`config.mk`:
```
export PLATFORM = sky130hd
export DESIGN_NAME = rx_sym_buf_ctrl
export DESIGN_NICKNAME = d
export VERILOG_FILES = /design/src/rtl/rx_buf_pkg.sv /design/src/rtl/rx_sym_buf_ctrl.sv
export SDC_FILE = /design/constraint.sdc
export NUM_CORES = 1
export LEC_CHECK = 0
export CAP_MARGIN = 20
export CORE_AREA = 2 2 109 111
export DETAILED_ROUTE_END_ITERATION = 6
export DIE_AREA = 0 0 111 113
export SLEW_MARGIN = 20
export SYNTH_ARGS = -nofsm -noshare
export SYNTH_HDL_FRONTEND = slang
export SYNTH_SLANG_ARGS = --single-unit
```
`constraint.sdc`:
```
create_clock -name iClk -period 4.5 [get_ports iClk]
set_clock_uncertainty 0.15 [all_clocks]
set_input_delay 0.9 -clock iClk [delete_from_list [all_inputs] [get_ports iClk]]
set_output_delay 0.9 -clock iClk [all_outputs]
set_load 0.02 [all_outputs]
```
`src/rtl/rx_buf_pkg.sv`:
```
// rx_buf_pkg
// Shared definitions for the receive-chain symbol buffer: FSM state encoding,
// symbol-counter width and the default RAM geometry used by both the buffer
// controller and the ASPRAM instance in the parent.
package rx_buf_pkg;

    // Default RAM geometry, shared with the ASPRAM instance
    localparam int unsigned DATA_WIDTH_DEF = 64;
    localparam int unsigned ADDR_WIDTH_DEF = 5;
    localparam int unsigned RAM_DEPTH_DEF  = 32;

    // Completed-block counter width
    localparam int unsigned SYM_CNT_W = 8;

    // Controller FSM encoding
    localparam logic [0:0] ST_FILL  = 1'b0;
    localparam logic [0:0] ST_DRAIN = 1'b1;

endpackage

```
`src/rtl/rx_sym_buf_ctrl.sv`:
```
// rx_sym_buf_ctrl
// Write-then-read sequencer for a single-port asynchronous-read RAM. A block of
// BLOCK_LEN words is accepted from the upstream stream into addresses
// 0..BLOCK_LEN-1, then drained in address order to the downstream stream.
// Fill and drain alternate so the single RAM port is never contended.
//
// Ports:
//   iClk, iRst        clock (rising edge), asynchronous active-high reset
//   iFlush            synchronous abort, discards the current block
//   iIn_*/oIn_Ready   upstream valid/ready stream
//   oOut_*/iOut_Ready downstream valid/ready stream, oOut_Last on final word
//   oSym_Cnt          completed-block count, wraps
//   oRam_*/iRam_Data  RAM port (write/read enables, address, write data,
//                     asynchronous read data)
module rx_sym_buf_ctrl
    import rx_buf_pkg::*;
#(
    parameter int unsigned DATA_WIDTH = DATA_WIDTH_DEF,
    parameter int unsigned ADDR_WIDTH = ADDR_WIDTH_DEF,
    parameter int unsigned RAM_DEPTH  = RAM_DEPTH_DEF,
    parameter int unsigned BLOCK_LEN  = RAM_DEPTH_DEF
) (
    input  logic                  iClk,
    input  logic                  iRst,
    input  logic                  iFlush,
    input  logic                  iIn_Valid,
    output logic                  oIn_Ready,
    input  logic [DATA_WIDTH-1:0] iIn_Data,
    output logic                  oOut_Valid,
    input  logic                  iOut_Ready,
    output logic [DATA_WIDTH-1:0] oOut_Data,
    output logic                  oOut_Last,
    output logic [SYM_CNT_W-1:0]  oSym_Cnt,
    output logic                  oRam_W_EN,
    output logic                  oRam_R_EN,
    output logic [ADDR_WIDTH-1:0] oRam_Addr,
    output logic [DATA_WIDTH-1:0] oRam_Data,
    input  logic [DATA_WIDTH-1:0] iRam_Data
);

    // Elaboration-time sanity check on the block geometry
    if (BLOCK_LEN < 1 || BLOCK_LEN > RAM_DEPTH || RAM_DEPTH > (2 ** ADDR_WIDTH)) begin : gBadGeom
        $error("rx_sym_buf_ctrl: illegal BLOCK_LEN/RAM_DEPTH/ADDR_WIDTH combination");
    end

    localparam logic [ADDR_WIDTH-1:0] LAST_ADDR = ADDR_WIDTH'(BLOCK_LEN - 1);

    logic [0:0]           stateQ, stateD;
    logic [ADDR_WIDTH-1:0] addrQ, addrD;
    logic [SYM_CNT_W-1:0] symCntQ, symCntD;

    logic isFill;
    logic atLast;

    assign isFill = (stateQ == ST_FILL);
    assign atLast = (addrQ == LAST_ADDR);

    always_comb begin
        stateD  = stateQ;
        addrD   = addrQ;
        symCntD = symCntQ;
        if (iFlush) begin
            // Abort overrides any handshake in the same cycle
            stateD = ST_FILL;
            addrD  = '0;
        end else if (isFill) begin
            if (iIn_Valid) begin
                if (atLast) begin
                    addrD  = '0;
                    stateD = ST_DRAIN;
                end else begin
                    addrD = addrQ + ADDR_WIDTH'(1);
                end
            end
        end else begin
            if (iOut_Ready) begin
                if (atLast) begin
                    addrD   = '0;
                    stateD  = ST_FILL;
                    symCntD = symCntQ + SYM_CNT_W'(1);
                end else begin
                    addrD = addrQ + ADDR_WIDTH'(1);
                end
            end
        end
    end

    always_ff @(posedge iClk or posedge iRst) begin
        if (iRst) begin
            stateQ  <= ST_FILL;
            addrQ   <= '0;
            symCntQ <= '0;
        end else begin
            stateQ  <= stateD;
            addrQ   <= addrD;
            symCntQ <= symCntD;
        end
    end

    assign oIn_Ready  = isFill;
    assign oOut_Valid = ~isFill;
    // Read data passes straight through the RAM's asynchronous read port
    assign oOut_Data  = isFill ? '0 : iRam_Data;
    assign oOut_Last  = ~isFill & atLast;
    assign oSym_Cnt   = symCntQ;
    assign oRam_W_EN  = isFill & iIn_Valid & ~iFlush;
    assign oRam_R_EN  = ~isFill;
    assign oRam_Addr  = addrQ;
    assign oRam_Data  = iIn_Data;

endmodule

```
Yosys cells after proc, flatten, opt, wreduce, memory -nomap -nowiden
Cells that the tools add are included. Widths: inputs -> output; s select.

Logic and storage cells: 27. Output and inout port bits: 146. Input bits: 133. Register bits after elaboration: 14.

Reduce and logical (&&, ||, !) cells: 3. Add/sub/neg operators: 2. Multiplexer cells: 12. Equal/unequal tests: 2. Bitwise logic cells: 5.

Operators with widths (count): $mux 64 (1); $mux 5 (5); $add 8x1->8 const B (1); $mux 1 (6); $add 5x1->5 const B (1); $eq 5x5->1 const B (1); $reduce_and 4->1 (1); $and 1x1->1 (3); $ne 3x3->1 const B (1); $reduce_bool 3->1 (1); $not 1->1 (2); $reduce_and 2->1 (1).

Depth between registers and ports, before layout
Gate-level depths: netlist (run 1).

Depth in word-level cells: 5. Depth in mapped cells: 6. Depth with buffers taken out: 6.

Worst setup path after synthesis (run 1)
Ideal clock, no wire load.

Path type: in2out. Start point: in iFlush. End point: out oRam_W_EN. Arrival time: 1604 ps. Slack: 1846 ps. Path buffers: 1. Cell stages on the path: 2. Data required time: 3450 ps. Path through: buf_2 -> nor3b_1.

Longest elaborated chain between the ends: 2.

Ends and longest elaborated chain: start, declared (line rx_sym_buf_ctrl.sv:25) `input logic iFlush,`; $not 1->1 (no source line); $and 1x1->1 (line rx_sym_buf_ctrl.sv:106) `assign oRam_W_EN = isFill & iIn_Valid & ~iFlush;`; end, declared (line rx_sym_buf_ctrl.sv:34) `output logic oRam_W_EN,`.

Every way passes these cells.

Worst setup path after layout (run 1)
Ends and elaborated chain as after synthesis.

==> key figures, run 1 <==
Outcome
  – Outcome: complete, no violations

Routing
  – Routed WL per cell: ~12 um
  – Post-Route WL: 5300 um
  – DR vias/cell: 3.60
  – 1st-pass router iterations: 2
  – Detailed-route DRC error count: 0
  – DR iter-0 viols: 57
  – Vias: 1,528
  – Final ANT Viol Nets: 0

Place
  – Port Buffers: 150
  – Dpl cell area: about 2800 sq um
  – Detail Placement HPWL: between 4000 and 5000 um
  – Routability cong.: 0.743

Clocking
  – Clock Sink Count: 14
  – TritonCTS clock tree: yes
  – Hold buffers post-CTS: 0
  – CTS resizes: 0
  – Clock Tree Root: clkbuf_16
  – Post CTS Setup Buffer Count: 0
  – CTS buffer count: 3
  – Worst-Skew Late Latency: 0.25 ns
  – CTS HTree Levels: 1
  – Clock Tree Buf Depth: 2
  – CTS clk-pin slew, worst paths: 0.05 ns

Cells and area
  – Multi-input gate area: between 700 and 800 sq um
  – Final core utilization: 25.9%
  – Diode count: 0
  – Layout cells sized above 1: 4.96%
  – Post-layout instance area: 2910 sq um
  – Nets: 420
  – FF/Latch Area: 352 sq um
  – Layout area overhead: 75.2%
  – Fillcell total: 1,162

Synthesis
  – Most common cell in the netlist: buf_4
  – Mean Syn Cell Area: about 8.3 sq um
  – Proportion of synthesized chip area in sequential cells: 21.1%
  – Post-synth top flop: dfrtp_1
  – Post-synth ARST share: 100%
  – Post-synth top area share: between 20% and 30%
  – Synth top cells by count: buf_4 (65), and2_1 (64), dfrtp_1 (14)
  – Mapped Cells: between 200 and 250
  – Synth Register Bits: 14
  – Dominant cells by area after synthesis: buf_4 (29%), and2_1 (24%), dfrtp_1 (21%)
  – Synth warn: 0
  – Post-synth EDFFs: 0
  – Largest area contributor in the netlist: buf_4
  – Yosys cell types: 30
  – Synthesized cell area: about 1700 sq um
  – Syn nets: around 340

Floorplanning
  – # rows: 39
  – Core box area: 11,300 sq um
  – Starting density of the core: 14.8%
  – IO Count: between 200 and 300
  – Die ar.: around 13,000 sq um
  – Die Wd: 111 um
  – Chip height: 113 um

Run
  – Max Cap Viol: 0

Power
  – Total power: 0.402 mW
  – LEAKAGE: 1.20 nW
  – Pwr/cell area: 138 nW/um^2
  – VDD IR max: 77.0 uV

Setup path
  – Setup slack, reg-to-reg: 2.38 ns
  – WS Path Type: in -> out
  – CP Data Arrival Time: 2.44 ns
  – CP Data Required Time: 3.45 ns
  – Worst Setup Start Kind: primary input
  – Max FO, Critical Path: 10
  – Endpoint type of the worst setup path: output pin

GRT
  – GR Layer Usage met1: 8.37%
  – Pin count of the biggest net entering global routing: 73
  – Initial antenna violation count: 0
  – Met3 usage: under 10%
  – GR Layer Usage met2: 14.6%
  – First-pass GRT wire length: 8290 um
  – Total track usage: approximately 8.1%
  – Vias in the first global route: 1,590
  – Grt ovf: 0
  – Top Usage Layer GRT: met2

STA
  – Worst rel slew slack: 38.6%
  – RSZ-0062 raised after global routing: false
  – Hold Fails Final Rpt: 0
  – Tmin final: 3.49 ns
  – Max Slew Vio Count: 0
  – TNS Setup: 0 ns
  – Worst-margin pin slew: 0.921 ns
  – Setup violators final: 0
  – Fin Hold WS: 0.339 ns
  – Final Cycle Share: 77.6%
  – Peak Freq: 286 MHz

Worst hold path
  – Worst Hold Class: reg -> reg
registers in the layout (all words and copies together), names as in the netlist:
name	cells
oOut_Valid	1
oRam_Addr	5
oSym_Cnt	8
layer usage:
layer | vias to the layer above | share of wire [%]
li1 | 722 | -
met1 | 682 | 37
met2 | 97 | 49
met3 | 27 | 10
met4 | 0 | 3.7
met5 | - | 0
path summary, 6_finish.rpt:
check,start,endpoint,cells after the start
max,iFlush,oRam_W_EN,3
min,oSym_Cnt[7],oSym_Cnt[7],1
max reg2reg,oOut_Valid,oRam_Addr[4],3
min reg2reg,oSym_Cnt[7],oSym_Cnt[7],1
max in group asynchronous,iRst,oOut_Valid,2
min in group asynchronous,iRst,oSym_Cnt[5],2
cells in the final DEF, fill, tap and decap left out, types with 2 or more instances in the layout:
| master | count |
|---|---|
| clkdlybuf4s50_1 | 150 |
| and2_1 | 64 |
| dfrtp_1 | 13 |
| xor2_1 | 6 |
| nor2_1 | 5 |
| nand3_1 | 4 |
| inv_1 | 4 |
| ha_1 | 4 |
| nand2_1 | 3 |
| mux2_2 | 3 |
| clkbuf_16 | 3 |
| nor3_1 | 2 |
| a22o_1 | 2 |
| nor2b_1 | 2 |
area by class of cell:
| class | count | share of cell area (%) |
|---|---|---|
| repair buffers | 150 | 51.5 |
| multi-input cells | 110 | 26.7 |
| flip-flops and latches | 14 | 12.1 |
| well taps | 143 | 6.14 |
| clock buffers | 4 | 3.05 |
| inverters | 4 | 0.515 |
per-stage QoR:
step,worst slack (ns),cells
after floorplan,1.85,201
after global placement,0.995,421
after detailed placement,0.974,421
after CTS,0.975,425
after global routing,0.946,425
final,1.01,425
critical path, stage by stage:
cell and delay, ns:
clkdlybuf4s50_1 0.61, nor3b_1 0.26, clkdlybuf4s50_1 0.66
power breakdown:
part,internal [mW],switching (mW),leakage (nW)
logic,0.0613,0.0208,0.961
clock network,0.135,0.0532,0.0442
registers,0.129,0.00297,0.192
cell families after synthesis:
group	after synthesis	synth area share [%]
AO/OA/AOI/OAI	6	2.63
XOR/XNOR	7	3.69
adder cells (fa/ha/maj)	4	3.01
buffers and inverters	77	32.1
flip-flops	14	21.1
multiplexers	5	3.54
AND/OR/NAND/NOR	88	33.9
Power figures use the tool's default switching activity.
==> run 2, diff against run 1 <==
==> constraint.sdc (replaced) <==
create_clock -name iClk -period 3.15 [get_ports iClk]
set_clock_uncertainty 0.15 [all_clocks]
set_input_delay 0.63 -clock iClk [delete_from_list [all_inputs] [get_ports iClk]]
set_output_delay 0.63 -clock iClk [all_outputs]
set_load 0.02 [all_outputs]
==> run 2 against run 1 <==
Compared with the run above:
- sequential share of layout area is 0.11 points lower
- first-iteration DRC count fell by 47%
- combinational power increased by 46%
- worst setup slack worse by 0.72 ns
- cell count is 0.47% higher
- clock-buffer cell count did not move
- non-clock buffer count grew 2
- critical path type unchanged
- largest power group unchanged
==> key figures, run 2 (same netlist as run 1, synthesis figures left out) <==
Outcome
  – Outcome: complete, no violations

Routing
  – Routed WL per cell: approximately 13 um
  – Detailed-route DRC error count: 0
  – Final ANT Viol Nets: 0
  – DR iter-0 viols: 30
  – Vias: 1,540
  – DR vias/cell: approximately 3.6
  – 1st-pass router iterations: 4
  – Post-Route WL: 5470 um

STA
  – Setup violators final: 0
  – Peak Freq: 349 MHz
  – Worst-margin pin slew: between 0.5 and 0.6 ns
  – RSZ-0062 raised after global routing: false
  – TNS Setup: 0 ns
  – Worst rel slew slack: between 60 and 70%
  – Tmin final: 2.87 ns
  – Final Cycle Share: 91.0%
  – Max Slew Vio Count: 0
  – Hold Fails Final Rpt: 0

Floorplanning
  – Die Wd: 111 um
  – # rows: 39
  – Starting density of the core: 14.8%
  – Core box area: 11,300 sq um
  – Die ar.: 12,500 sq um
  – Chip height: 113 um
  – IO Count: 279

Run
  – Max Cap Viol: 0

Setup path
  – Worst Setup Start Kind: primary input
  – WS Path Type: in -> out
  – Max FO, Critical Path: 2
  – Endpoint type of the worst setup path: output pin
  – CP Data Required Time: 2.37 ns
  – CP Data Arrival Time: roughly 2.1 ns

Place
  – Port Buffers: 150
  – Routability cong.: around 0.75
  – Detail Placement HPWL: 4540 um

Cells and area
  – Max FFs per register: 8
  – FF/Latch Area: 352 sq um
  – Diode count: 0
  – Most common cell after layout, fill and taps aside: clkdlybuf4s50_1
  – Most frequent cells in the layout: clkdlybuf4s50_1 (150), and2_1 (64), dfrtp_1 (13), xor2_1 (6), nor2_1 (5)
  – Layout area overhead: 76.9%
  – Multi-input gate area: around 780 sq um
  – Nets: 422
  – Layout cells sized above 1: ~5.6%
  – Fillcell total: ~1,200

Clocking
  – TritonCTS clock tree: yes
  – CTS buffer count: 3
  – Hold buffers post-CTS: 0
  – Worst-Skew Late Latency: about 0.24 ns
  – CTS HTree Levels: 1
  – Post CTS Setup Buffer Count: 0
  – Clock Tree Buf Depth: 2
  – Clock Tree Root: clkbuf_16
  – CTS resizes: 0
  – Clock Sink Count: 14
  – CTS clk-pin slew, worst paths: 0.05 ns

GRT
  – Initial antenna violation count: 0
  – Total track usage: 8.27%
  – Vias in the first global route: around 1,600
  – First-pass GRT wire length: 8500 um
  – Pin count of the biggest net entering global routing: just over 40
  – Grt ovf: 0

Power
  – Logic pwr share: 21.0%
  – Internal power: 0.465 mW
  – LEAKAGE: between 1 and 1.5 nW
  – Reg power frac: 33.0%
  – Sw Share: 18.5%
  – Pwr/cell area: 194 nW/um^2
  – Switching pwr: 0.105 mW
  – VDD IR max: 113 uV
  – Clock network fraction of total power: 45.9%
  – Total power: around 0.57 mW

Worst hold path
  – Worst Hold Class: reg -> reg
run 2: routing by layer:
| layer | up-vias | track usage, % | share of wire, % |
|---|---|---|---|
| met5 | - | 0 | 0 |
| met4 | 0 | 2.92 | 2.7 |
| met3 | 24 | 2.25 | 9.1 |
| met2 | 94 | 15.2 | 51 |
| met1 | 693 | 9.20 | 37 |
| li1 | 729 | - | - |
run 2: final cells by class:
type	instances	share of cell area [%]
Timing Repair Buffer	152	52.0
Multi-Input combinational cell	110	26.5
Sequential cell	14	12.0
Tap cell	143	6.08
Clock buffer	4	3.02
Inverter	4	0.510
run 2: worst paths after layout:
check	from	endpoint	cells past startpoint	slack, ns
max	iFlush	oRam_W_EN	3	0.28
min	oSym_Cnt[4]	oSym_Cnt[4]	1	0.35
max reg2reg	oOut_Valid	oRam_Addr[4]	4	1.08
min reg2reg	oSym_Cnt[4]	oSym_Cnt[4]	1	0.35
max in group asynchronous	iRst	oOut_Valid	2	1.88
min in group asynchronous	iRst	oSym_Cnt[6]	2	0.59
run 2: per-stage QoR:
| step | util [%] | instance area (sq um) | worst slack (ns) | hold WS (ns) | cells |
|---|---|---|---|---|---|
| 2_1_floorplan | - | 1660 | 1.04 | 0.369 | 201 |
| 3_3_place_gp | 25.3 | 2850 | 0.150 | 0.309 | 423 |
| 3_5_place_dp | 25.3 | 2850 | 0.160 | 0.338 | 423 |
| 4_1_cts | 26.1 | 2940 | 0.160 | 0.346 | 427 |
| 5_1_grt | 26.1 | 2940 | 0.182 | 0.367 | 427 |
| 6_report | 26.1 | 2940 | 0.283 | 0.345 | 427 |
run 2: power by group through the flow:
stage          Combinational (mW)  Clock (mW)  Sequential (mW)
5_1_grt                     0.130       0.276            0.189
3_5_place_dp                0.120           0            0.191
4_1_cts                     0.122       0.267            0.189
3_3_place_gp                0.119           0            0.191
6_report                    0.120       0.262            0.188
2_1_floorplan               0.137           0            0.194
run 2: worst max-delay path, stage by stage:
cell	delay, ns
clkdlybuf4s50_1	0.48
nor3b_1	0.32
clkdlybuf4s50_1	0.66
